==> src/rtl/mem_port_arbiter.sv <==
// Arbitrates one single-port memory between the fetch and data ports of the core.
// Data wins by default; a pending fetch wins after STARVE_LIMIT consecutive data grants.
module mem_port_arbiter #(
    parameter int STARVE_LIMIT = 4,
    parameter int MAX_WAIT     = 255
) (
    input  logic        clk,
    input  logic        reset,
    input  logic        i_req,
    input  logic [31:0] i_addr,
    output logic        i_ack,
    output logic [31:0] i_rdata,
    input  logic        d_req,
    input  logic        d_we,
    input  logic [2:0]  d_size,
    input  logic [31:0] d_addr,
    input  logic [31:0] d_wdata,
    output logic        d_ack,
    output logic [31:0] d_rdata,
    output logic        err,
    output logic        mem_req,
    output logic        mem_we,
    output logic [2:0]  mem_size,
    output logic [31:0] mem_addr,
    output logic [31:0] mem_wdata,
    input  logic [31:0] mem_rdata,
    input  logic        mem_ready,
    output logic        busy
);

    // state  | meaning
    // IDLE   | arbitrating; also the cycle in which a completed ack is presented
    // I_BUSY | fetch transaction on the memory bus
    // D_BUSY | data transaction on the memory bus
    localparam logic [1:0] S_IDLE   = 2'd0;
    localparam logic [1:0] S_I_BUSY = 2'd1;
    localparam logic [1:0] S_D_BUSY = 2'd2;

    localparam int SW = (STARVE_LIMIT < 1) ? 1 : $clog2(STARVE_LIMIT + 1);
    localparam int WW = (MAX_WAIT < 2) ? 1 : $clog2(MAX_WAIT + 1);
    localparam logic [SW-1:0] STREAK_MAX = SW'(STARVE_LIMIT);
    localparam logic [WW-1:0] WAIT_LAST  = WW'(MAX_WAIT - 1);
    localparam logic          STARVE_EN  = (STARVE_LIMIT != 0);

    logic [1:0]    state;
    logic [SW-1:0] streak;
    logic [WW-1:0] wait_cnt;
    logic          lat_we;
    logic [2:0]    lat_size;
    logic [31:0]   lat_addr;
    logic [31:0]   lat_wdata;
    logic          d_win;
    logic          i_win;
    logic          grant_d;
    logic          grant_i;

    // The arbitration winner is picked from the raw requests; a winner whose ack
    // is on the wire this cycle still holds its req, so it is simply not granted.
    always_comb begin
        d_win   = d_req && !(i_req && STARVE_EN && (streak == STREAK_MAX));
        i_win   = i_req && !d_win;
        grant_d = d_win && !d_ack;
        grant_i = i_win && !i_ack;
    end

    assign busy      = (state != S_IDLE);
    assign mem_req   = busy;
    assign mem_we    = lat_we;
    assign mem_size  = lat_size;
    assign mem_addr  = lat_addr;
    assign mem_wdata = lat_wdata;

    always_ff @(posedge clk or negedge reset) begin
        if (!reset) begin
            state     <= S_IDLE;
            streak    <= '0;
            wait_cnt  <= '0;
            lat_we    <= 1'b0;
            lat_size  <= 3'b000;
            lat_addr  <= 32'h0;
            lat_wdata <= 32'h0;
            i_ack     <= 1'b0;
            d_ack     <= 1'b0;
            err       <= 1'b0;
            i_rdata   <= 32'h0;
            d_rdata   <= 32'h0;
        end else begin
            i_ack <= 1'b0;
            d_ack <= 1'b0;
            err   <= 1'b0;
            case (state)
                S_IDLE: begin
                    if (grant_d) begin
                        state     <= S_D_BUSY;
                        wait_cnt  <= '0;
                        lat_we    <= d_we;
                        lat_size  <= d_size;
                        lat_addr  <= d_addr;
                        lat_wdata <= d_wdata;
                        if (streak != STREAK_MAX) streak <= streak + 1'b1;
                    end else if (grant_i) begin
                        state     <= S_I_BUSY;
                        wait_cnt  <= '0;
                        lat_we    <= 1'b0;
                        lat_size  <= 3'b010;
                        lat_addr  <= i_addr;
                        lat_wdata <= 32'h0;
                        streak    <= '0;
                    end
                end
                S_I_BUSY, S_D_BUSY: begin
                    if (mem_ready) begin
                        state <= S_IDLE;
                        if (state == S_D_BUSY) begin
                            d_ack   <= 1'b1;
                            d_rdata <= lat_we ? 32'h0 : mem_rdata;
                        end else begin
                            i_ack   <= 1'b1;
                            i_rdata <= mem_rdata;
                        end
                    end else if (wait_cnt == WAIT_LAST) begin
                        state <= S_IDLE;
                        err   <= 1'b1;
                        if (state == S_D_BUSY) begin
                            d_ack   <= 1'b1;
                            d_rdata <= 32'h0;
                        end else begin
                            i_ack   <= 1'b1;
                            i_rdata <= 32'h0;
                        end
                    end else begin
                        wait_cnt <= wait_cnt + 1'b1;
                    end
                end
                default: state <= S_IDLE;
            endcase
        end
    end

endmodule
==> config.mk <==
export PLATFORM = sky130hd
export DESIGN_NAME = mem_port_arbiter
export DESIGN_NICKNAME = d
export VERILOG_FILES = /design/src/rtl/mem_port_arbiter.sv
export SDC_FILE = /design/constraint.sdc
export NUM_CORES = 1
export LEC_CHECK = 0
export ABC_AREA = 1
export CORE_ASPECT_RATIO = 0.75
export CORE_UTILIZATION = 44
export DETAILED_ROUTE_END_ITERATION = 8
export PLACE_DENSITY = 0.88
export SLEW_MARGIN = 20
export SYNTH_ARGS = -nofsm -noshare
export SYNTH_HDL_FRONTEND = slang
export SYNTH_SLANG_ARGS = --single-unit
==> constraint.sdc <==
create_clock -name clk -period 2 [get_ports clk]
set_input_delay 0.3 -clock clk [delete_from_list [all_inputs] [get_ports clk]]
set_output_delay 0.3 -clock clk [all_outputs]
set_load 0.01 [all_outputs]
==> qor.txt, run 1 <==
Data required, critical path: 1.70 ns
Initial DRT Pass Iterations: 4
Post-CTS Repair Setup Buffers: 0
Area leader, netlist: dfrtp_1
# rows: 38
Pwr dens: 1400 nW/um^2
Fin crit share: 91.0%
Syn nets: 943
Crit path max-delay family: buffers and inverters
WL final: 18600 um
Synth Cell Area: 6730 sq um
CTS HTree Levels: 4
ANT nets after route: 0
GP Congestion: 0.813
Largest net degree at the start of global routing: 66
Initial Util: 45.8%
DRT iter0 DRCs: 403
Highest metal used: met4
CTS tree: built
Critical path class: reg2out
Startpoint types: flop
Layout cell share with drive strength beyond 1: 9.58%
I/O Pins: 274
Util after Layout: 69.5%
CTS Buf Count: 17
Worst hold slack: 0.0945 ns
Core Area: 14700 sq um
WL per Instance: 14.6 um
Number of port buffers: 273
Antenna diodes: 0
Yosys top cell area share: 55.0%
Max incr delay on CP: 0.38 ns
Post-Synth Simple-Gate Area: 29.7%
First-pass GRT wire length: 29000 um
Sink Count: 148
Clock transition at the registers of the reported paths: 0.06 ns
Xor/xnor cell area share of the yosys netlist: 0.130%
Largest cells by area after synthesis: dfrtp_1 55%, nand2_1 24%, o21ai_2 4.9%
Critical path buffers and inverters: 3
Post-synthesis mux area share: 0%
Maximum clock path buffer count: 2
VDD IR-drop max: 0.000679 V
Worst Hold Class: in2reg
CTS Root Cell: clkbuf_16
Outcome: completed
GRT overflow: 0
CP Capture Type: output pin
Slew @ Worst Pin: 0.627 ns
Antenna violations before repair: 0
Final min period: 1.82 ns
Clk Latency, worst-skew pair: 0.41 ns
Number of global-route vias before repair: 5784
Via density: 4.80
Worst endpoint data arrival time: 1.52 ns
Nets: 1205
DR WL met2: 9350 um
Slowest cell on crit path: dfrtp_1
Largest family of logic cells by synthesized area: simple AND/OR/NAND/NOR gates
Post-synthesis cell type count: 28
Post-DP HPWL: 13000 um
Final Hold Fails: 0
YS warnings: 0
Maxcap violations: 0
Fmax: 0.550 GHz
WL met3: 1100 um
Die height: 109 um
Area Overhead vs Synth: 51.7%
Die area: 15800 sq um
Crit-path cells: inv_1 > ha_1 > inv_2 > dlygate4sd2_1
Final Max Tran Viols: 0
Synth Instances: 800
Synth Area in Adders: 1.12%
RSZ-0062 raised after global routing: no
Setup violators final: 0
Total Routing Usage GR: 23.9%
Sequential area share after synthesis: 55.0%
Post-route DRC: 0
Total negative setup slack: 0 ns
Compound-gate portion of the synthesized area: 7.92%
Largest fanout on the critical path: 4
Leak: 4.87 nW
Clock Skew: 0.00741 ns
Avg Inst Size Synth: 8.41 sq um
Worst R2R Setup Slack: 0.28 ns
Tot Pwr: 0.0143 W
Via count: 6117
Flops & latches, synth: 148
Die X-Extent: 145 um
M1 WL: 7770 um
Worst slew margin: 58.2%
-- flip-flops by register name, indices dropped and copies added, names as in the netlist --
name / flops
d_ack: 1
d_rdata: 32
err: 1
i_ack: 1
i_rdata: 32
mem_addr: 32
mem_size: 3
mem_wdata: 32
mem_we: 1
state: 2
streak: 3
wait_cnt: 8
-- power by group --
part | total [W] | switching, W | internal (W) | leakage, nW
clock network | 0.00330 | 0.00129 | 0.00201 | 0.283
registers | 0.00472 | 0.000626 | 0.00410 | 1.92
logic | 0.00625 | 0.00322 | 0.00302 | 2.67
-- Yosys cell counts --
master	number
nand2_2	5
nor4_1	1
nand2_4	1
nand3_2	3
xor2_1	1
dfrtp_1	148
buf_2	17
nor3_1	1
ha_1	6
buf_6	16
o21bai_1	2
o21ai_0	12
buf_1	1
inv_2	1
nand3b_1	1
o21ai_2	38
nor2_1	7
clkbuf_2	1
nor2_2	1
nand3b_2	1
or2_2	2
clkbuf_1	9
inv_1	20
nand3_1	42
o21ai_1	25
nor2_4	1
nand2_1	434
buf_4	3
-- metrics by stage --
step	cell area (sq um)	cells	setup WS [ns]
floorplan	6730	800	0.444
global placement	9580	1242	0.267
detailed placement	9580	1242	0.188
CTS	10200	1275	0.192
global route	10200	1275	0.106
finish	10200	1275	0.181
-- routing by layer --
metal / GRT usage, % / vias up
met5: 0 / -
met4: 8.80 / 0
met3: 5.23 / 24
met2: 41.1 / 191
met1: 29.4 / 2881
li1: - / 3021
-- area by class of cell --
| class | instances | area, sq um |
|---|---|---|
| clock buffers | 19 | 443 |
| clock inverters | 13 | 171 |
| fillers | 1080 | 4490 |
| inverters | 21 | 78.8 |
| multi-input cells | 584 | 2620 |
| flip-flops and latches | 148 | 3700 |
| well taps | 200 | 250 |
| repair buffers | 290 | 2940 |
-- repair_timing --
item,4_1_cts,5_1_grt
endpoints found under the setup margin,2,0
hold buffers,1,0
resized for setup,3,0
endpoints found under the hold margin,38,0
-- cells by family after synthesis --
group | Yosys count
AO/OA/AOI/OAI | 77
AND/OR/NAND/NOR | 500
XOR/XNOR | 1
flip-flops | 148
buffers and inverters | 68
adder cells (fa/ha/maj) | 6
-- cells in the final DEF (no fill, tap or decap), types with 2 or more instances in the layout --
| master | netlist | routed |
|---|---|---|
| buf_12 | 0 | 7 |
| buf_4 | 3 | 9 |
| bufinv_16 | 0 | 3 |
| clkbuf_16 | 0 | 17 |
| clkdlybuf4s50_1 | 0 | 269 |
| clkinvlp_4 | 0 | 5 |
| dfrtp_1 | 148 | 148 |
| dlygate4sd2_1 | 0 | 2 |
| ha_1 | 6 | 6 |
| inv_1 | 20 | 19 |
| inv_2 | 1 | 2 |
| inv_6 | 0 | 4 |
| nand2_1 | 434 | 434 |
| nand2_2 | 5 | 5 |
| nand3_1 | 42 | 42 |
| nand3_2 | 3 | 3 |
| nor2_1 | 7 | 7 |
| o21ai_0 | 12 | 12 |
| o21ai_1 | 25 | 25 |
| o21ai_2 | 38 | 38 |
| o21bai_1 | 2 | 2 |
| or2_2 | 2 | 2 |
-- final timing paths --
kind                               startpoint             to  cells past startpoint
worst min-delay path                mem_ready            err                      2
min in group asynchronous               reset     i_rdata[6]                      2
worst min register to register  mem_wdata[20]  mem_wdata[20]                      2
worst max-delay path                 state[0]        mem_req                      4
worst max register to register      streak[0]   mem_addr[25]                     10
max in group asynchronous               reset  mem_wdata[29]                      3
No activity file was read; power rests on OpenSTA's default activity.
==> inputs of run 2 (changes only) <==
--- a/config.mk
+++ b/config.mk
@@ -7,10 +7,11 @@
 export LEC_CHECK = 0
 export ABC_AREA = 1
 export CORE_ASPECT_RATIO = 0.75
-export CORE_UTILIZATION = 44
+export CORE_UTILIZATION = 47
 export DETAILED_ROUTE_END_ITERATION = 8
-export PLACE_DENSITY = 0.88
+export PLACE_DENSITY = 0.92
 export SLEW_MARGIN = 20
 export SYNTH_ARGS = -nofsm -noshare
 export SYNTH_HDL_FRONTEND = slang
 export SYNTH_SLANG_ARGS = --single-unit
+export TNS_END_PERCENT = 5
==> constraint.sdc (replaced) <==
create_clock -name clk -period 2.2 [get_ports clk]
set_input_delay 0.33 -clock clk [delete_from_list [all_inputs] [get_ports clk]]
set_output_delay 0.33 -clock clk [all_outputs]
set_load 0.01 [all_outputs]
==> run 2 against run 1 <==
- design area fell by 0.29%
- total power down 9.1%
- sequential power is 8.9% lower
- utilization rose by 4.0 points
- via count decreased by 0.47%
- global-route usage is 2.2 points higher
- critical path depth stayed put
- worst hold slack gained 0.034 ns
- final cell count decreased by 2.1%
- clock power down 7.0%
- clock-buffer cell count shrank 1
- wire length down 1.2%
==> qor.txt, run 2 (same netlist as run 1, synthesis figures left out) <==
Largest fanout on the critical path: 4
ANT nets after route: 0
Most frequent cells in the layout: 434 x nand2_1, 271 x clkdlybuf4s50_1, 148 x dfrtp_1
Sink Count: 148
Clock Skew: 0.0117 ns
CTS tree: built
I/O Pins: 274
Via density: 4.88
WL per Instance: 14.7 um
FF+latch area: 3700 sq um
Nets: 1203
CTS HTree Levels: 4
Hold Path Depth: 2
Initial DRT Pass Iterations: 8
Final Hold Fails: 0
Capturing point of the worst reg2reg path: wait_cnt[5]
Fill cell total of the finished layout: 993
Data required, critical path: 1.87 ns
Worst slew margin: 57.2%
Clock transition at the registers of the reported paths: 0.06 ns
Die area: 14800 sq um
Final min period: 2.07 ns
Outcome: completed
Slowest cell on crit path: clkdlybuf4s50_1
Final instance area: 10200 sq um
Final Max Tran Viols: 0
Fmax: 0.482 GHz
GRT overflow: 0
Worst R2R Setup Slack: 0.32 ns
DRT iter0 DRCs: 407
WHS Endpoint: err
Clk Latency, worst-skew pair: 0.42 ns
Max incr delay on CP: 0.56 ns
Core Area: 13800 sq um
Critical path class: reg2out
Maximum clock path buffer count: 2
Total Routing Usage GR: 26.0%
Worst hold slack: 0.128 ns
PnR worst setup slack: 0.127 ns
Crit path max-delay family: buffers and inverters
Footprint of the multi-input gates: 2620 sq um
Total negative setup slack: 0 ns
Leak: 4.87 nW
CTS Buf Count: 17
Setup violators final: 0
# rows: 37
Reg2Reg Depth: 8
Area Overhead vs Synth: 51.3%
Commonest non-fill, non-tap cell in the layout: nand2_1
RSZ-0062 raised after global routing: no
Pwr dens: 1280 nW/um^2
GP Congestion: 0.803
WL final: 18300 um
Fin crit share: 94.2%
Post-route DRC: 0
CTS Root Cell: clkbuf_16
First-pass GRT wire length: 30100 um
Cells after DPL: 1215
Worst endpoint data arrival time: 1.74 ns
Layout cell share with drive strength beyond 1: 9.51%
CP Capture Type: output pin
Antenna diodes: 0
Post-DP HPWL: 13000 um
Non-filler cells, final: 1248
Crit-path cells: inv_1 > ha_1 > inv_2 > clkdlybuf4s50_1
Via count: 6088
Worst Hold Class: in2reg
Antenna violations before repair: 1
Critical path buffers and inverters: 3
VDD IR-drop max: 0.000686 V
Hold_sp: mem_ready
Slew @ Worst Pin: 0.641 ns
Largest net degree at the start of global routing: 66
Die X-Extent: 140 um
Startpoint types: flop
Number of global-route vias before repair: 6141
Maxcap violations: 0
Die height: 106 um
Origin of the critical flop-to-flop path: state[1]
Pre-CTS setup slack: 0.360 ns
Initial Util: 48.6%
Number of port buffers: 273
Area post-placement: 9540 sq um
run 2: worst register-to-register path, delay by kind of cell, from the launching register on:
| family | cells | cell delay (ns) |
|---|---|---|
| adder cells (fa/ha/maj) | 1 | 0.51 |
| AND/OR/NAND/NOR | 4 | 0.47 |
| flip-flops | 1 | 0.38 |
| buffers and inverters | 2 | 0.20 |
| AO/OA/AOI/OAI | 1 | 0.23 |
run 2: per-layer routing:
layer / up-vias / routed length [um] / part of all wire, % / global-route usage (%)
met5: - / 12 / 0.065 / 0
met4: 2 / 393 / 2.1 / 9.26
met3: 33 / 1240 / 6.8 / 7.59
met2: 222 / 9100 / 50 / 44.6
met1: 2812 / 7590 / 41 / 31.3
li1: 3019 / - / - / -
run 2: how the worst max path moves through the flow:
stage / startpoint / endpoint / slack [ns] / cells past startpoint
after floorplan: state[1] / wait_cnt[5] / 0.64 / 11
after global placement: i_req / streak[2] / 0.42 / 9
after detailed placement: state[1] / wait_cnt[5] / 0.36 / 8
after CTS: state[1] / mem_req / 0.03 / 4
after global routing: state[0] / mem_req / 0.05 / 4
final: state[0] / mem_req / 0.13 / 4
run 2: cell type report:
| cell class | count | share of cell area, % |
|---|---|---|
| timing repair buffer | 288 | 28.8 |
| clock inverter | 14 | 1.86 |
| multi-input combinational | 584 | 25.7 |
| sequential | 148 | 36.4 |
| tap | 175 | 2.15 |
| clock buffer | 18 | 4.32 |
| inverter | 21 | 0.775 |
run 2: through the flow:
stage	power (W)	utilization, %
6_report	0.0130	73.5
5_1_grt	0.0138	73.5
4_1_cts	0.0131	73.5
3_5_place_dp	0.00997	68.9
3_3_place_gp	0.00977	68.9
2_1_floorplan	0.00718	-
run 2: repair_timing:
item,in CTS,in global routing
setup endpoints to repair,0,2
hold buffers,1,0
setup buffers,0,0
endpoints found under the hold margin,52,0
gates resized for setup,0,1
run 2: power breakdown:
part	total [W]	switching [W]	internal [W]
clock network	0.00307	0.00121	0.00185
logic	0.00561	0.00288	0.00273
registers	0.00430	0.000575	0.00372
total	0.0130	0.00466	0.00831
==> inputs of run 3 (changes only) <==
--- a/config.mk
+++ b/config.mk
@@ -5,11 +5,10 @@
 export SDC_FILE = /design/constraint.sdc
 export NUM_CORES = 1
 export LEC_CHECK = 0
-export ABC_AREA = 1
 export CORE_ASPECT_RATIO = 0.75
-export CORE_UTILIZATION = 47
+export CORE_UTILIZATION = 39
 export DETAILED_ROUTE_END_ITERATION = 8
-export PLACE_DENSITY = 0.92
+export PLACE_DENSITY = 0.82
 export SLEW_MARGIN = 20
 export SYNTH_ARGS = -nofsm -noshare
 export SYNTH_HDL_FRONTEND = slang
==> constraint.sdc (replaced) <==
create_clock -name clk -period 1.8 [get_ports clk]
set_input_delay 0.27 -clock clk [delete_from_list [all_inputs] [get_ports clk]]
set_output_delay 0.27 -clock clk [all_outputs]
set_load 0.01 [all_outputs]
==> run 3 against run 2 <==
- final cell count shrank 11%
- register-to-register slack lost 0.27 ns
- combinational power grew 58%
- largest cell class unchanged
- setup slack lost 0.082 ns
- sequential share of layout area shrank 1.8 points
- clock power grew 17%
- via count shrank 7.1%
- highest routed layer is now met4
==> qor.txt, run 3 <==
Die area: 17800 sq um
ANT nets after route: 0
Slew @ Worst Pin: 0.486 ns
Avg Inst Size Synth: 11.5 sq um
Startpoint types: flop
Pwr dens: 1700 nW/um^2
Leak: 4.73 nW
Post-synthesis cell type count: 49
Fmax: 0.570 GHz
Largest cells by area after synthesis: dfrtp_1 55%, mux2_1 7.9%, a22o_1 4.8%
WL per Instance: 17.4 um
Synth cell count leaders: 148 x dfrtp_1, 83 x nand2_1, 47 x mux2_1
Worst hold slack: 0.320 ns
WL final: 19300 um
# rows: 41
Number of port buffers: 273
Setup violators final: 0
Post-CTS Repair Setup Buffers: 0
Cell with the most instances after synthesis: dfrtp_1
Sequential area share after synthesis: 55.0%
First-pass GRT wire length: 29700 um
RSZ-0062 raised after global routing: yes
Layout cell share with drive strength beyond 1: 12.7%
CTS Root Cell: clkbuf_16
Non-filler cells, final: 1106
Via count: 5657
Clk Latency, worst-skew pair: 0.42 ns
Nets: 1021
Largest fanout on the critical path: 15
CTS HTree Levels: 4
Final Hold Fails: 0
YS warnings: 0
Via density: 5.11
CTS Buf Count: 17
Area leader, netlist: dfrtp_1
Clock transition at the registers of the reported paths: 0.07 ns
VDD IR-drop max: 0.000801 V
Maximum clock path buffer count: 2
Antenna violations before repair: 0
Worst slew margin: 67.6%
Flops & latches, synth: 148
Data required, critical path: 2.16 ns
Number of global-route vias before repair: 5724
Synth Instances: 585
Final Max Tran Viols: 0
Yosys top cell area share: 55.0%
Fin crit share: 97.5%
Initial DRT Pass Iterations: 4
Cells after DPL: 1070
Post-route DRC: 0
Total negative setup slack: 0 ns
Maxcap violations: 0
Largest net degree at the start of global routing: 61
Critical path class: reg2reg
Final min period: 1.75 ns
DRT iter0 DRCs: 302
Initial Util: 39.9%
Worst endpoint data arrival time: 2.11 ns
Die X-Extent: 154 um
Worst Hold Class: in2async
Dominant synthesized flop cell: dfrtp_1
Fill cell total of the finished layout: 1331
Core Area: 16900 sq um
Die height: 116 um
Synth Cell Area: 6740 sq um
Most frequent cells in the layout: 270 x clkdlybuf4s50_1, 147 x dfrtp_1, 83 x nand2_1
GRT overflow: 0
Ys async rst share: 100%
Post-DP HPWL: 13100 um
I/O Pins: 274
CP Capture Type: flop
Antenna diodes: 0
Syn nets: 728
CTS tree: built
Number of synthesized flops with an enable pin: 0
Sink Count: 148
Clock Skew: 0.0103 ns
GP Congestion: 0.814
Outcome: completed
Total Routing Usage GR: 21.3%
Commonest non-fill, non-tap cell in the layout: clkdlybuf4s50_1
Area Overhead vs Synth: 59.1%
==> run 3: critical path, cell delays in order, from the launching register on <==
cell	delay [ns]
dfrtp_1	0.36
inv_2	0.05
ha_4	0.18
and3_4	0.20
or2_1	0.25
buf_4	0.17
nor2_8	0.14
clkbuf_16	0.19
a22o_1	0.14
==> run 3: repair_timing <==
item / CTS / global route
endpoints found under the hold margin: 29 / 0
cloned: 0 / 3
resized for setup: 10 / 14
endpoints found under the setup margin: 31 / 104
hold buffers: 1 / 0
==> run 3: per-stage QoR <==
| step | power [W] | utilization [%] | cell area [sq um] | setup slack (ns) |
|---|---|---|---|---|
| floorplan | 0.00971 | - | 6740 | 0.000609 |
| global placement | 0.0140 | 58.8 | 9920 | -0.125 |
| detailed placement | 0.0142 | 58.8 | 9920 | -0.154 |
| CTS | 0.0180 | 62.6 | 10600 | 0.0137 |
| global route | 0.0193 | 63.5 | 10700 | -0.0211 |
| finish | 0.0182 | 63.5 | 10700 | 0.0457 |
==> run 3: final cells by class <==
class	count	area (sq um)	share of cell area (%)
sequential	148	3700	34.6
multi-input combinational	371	2800	26.1
clock inverter	14	165	1.54
timing repair buffer	320	3270	30.5
inverter	20	75.1	0.701
clock buffer	18	429	4.01
tap	215	269	2.51
==> run 3: kinds of logic (layout without fill, tap and decap cells) <==
| kind of cell | after synthesis | after routing | synth area share [%] |
|---|---|---|---|
| and+or+nand+nor | 167 | 167 | 12.4 |
| DFF | 148 | 148 | 55.0 |
| AOI/OAI and AO/OA | 132 | 132 | 15.5 |
| muxes | 66 | 66 | 10.9 |
| buffers and inverters | 66 | 372 | 5.18 |
| adders and majority gates | 6 | 6 | 1.11 |
==> run 3: power breakdown <==
group	leakage (nW)	total (W)	switching, W	internal [W]
sequential	1.86	0.00570	0.000874	0.00482
clock	0.291	0.00359	0.00150	0.00209
combinational	2.58	0.00888	0.00399	0.00489
==> run 3: worst paths after layout <==
kind                                 start       endpoint  slack, ns  depth (start not counted)
worst max-delay path             streak[0]  mem_wdata[17]       0.05                          8
worst min-delay path                 reset     d_rdata[4]       0.32                          2
worst max register to register   streak[0]  mem_wdata[17]       0.05                          8
worst min register to register  i_rdata[8]     i_rdata[8]       0.49                          1
max in group asynchronous            reset       state[1]       0.90                          3
min in group clk                 d_size[1]    mem_size[1]       0.42                          3
==> run 3: per-layer routing <==
| metal | GRT usage (%) | wire, um |
|---|---|---|
| met1 | 26.8 | 8410 |
| met3 | 7.48 | 1440 |
| met4 | 5.40 | 109 |
| met2 | 35.4 | 9310 |
| met5 | 0 | 0 |
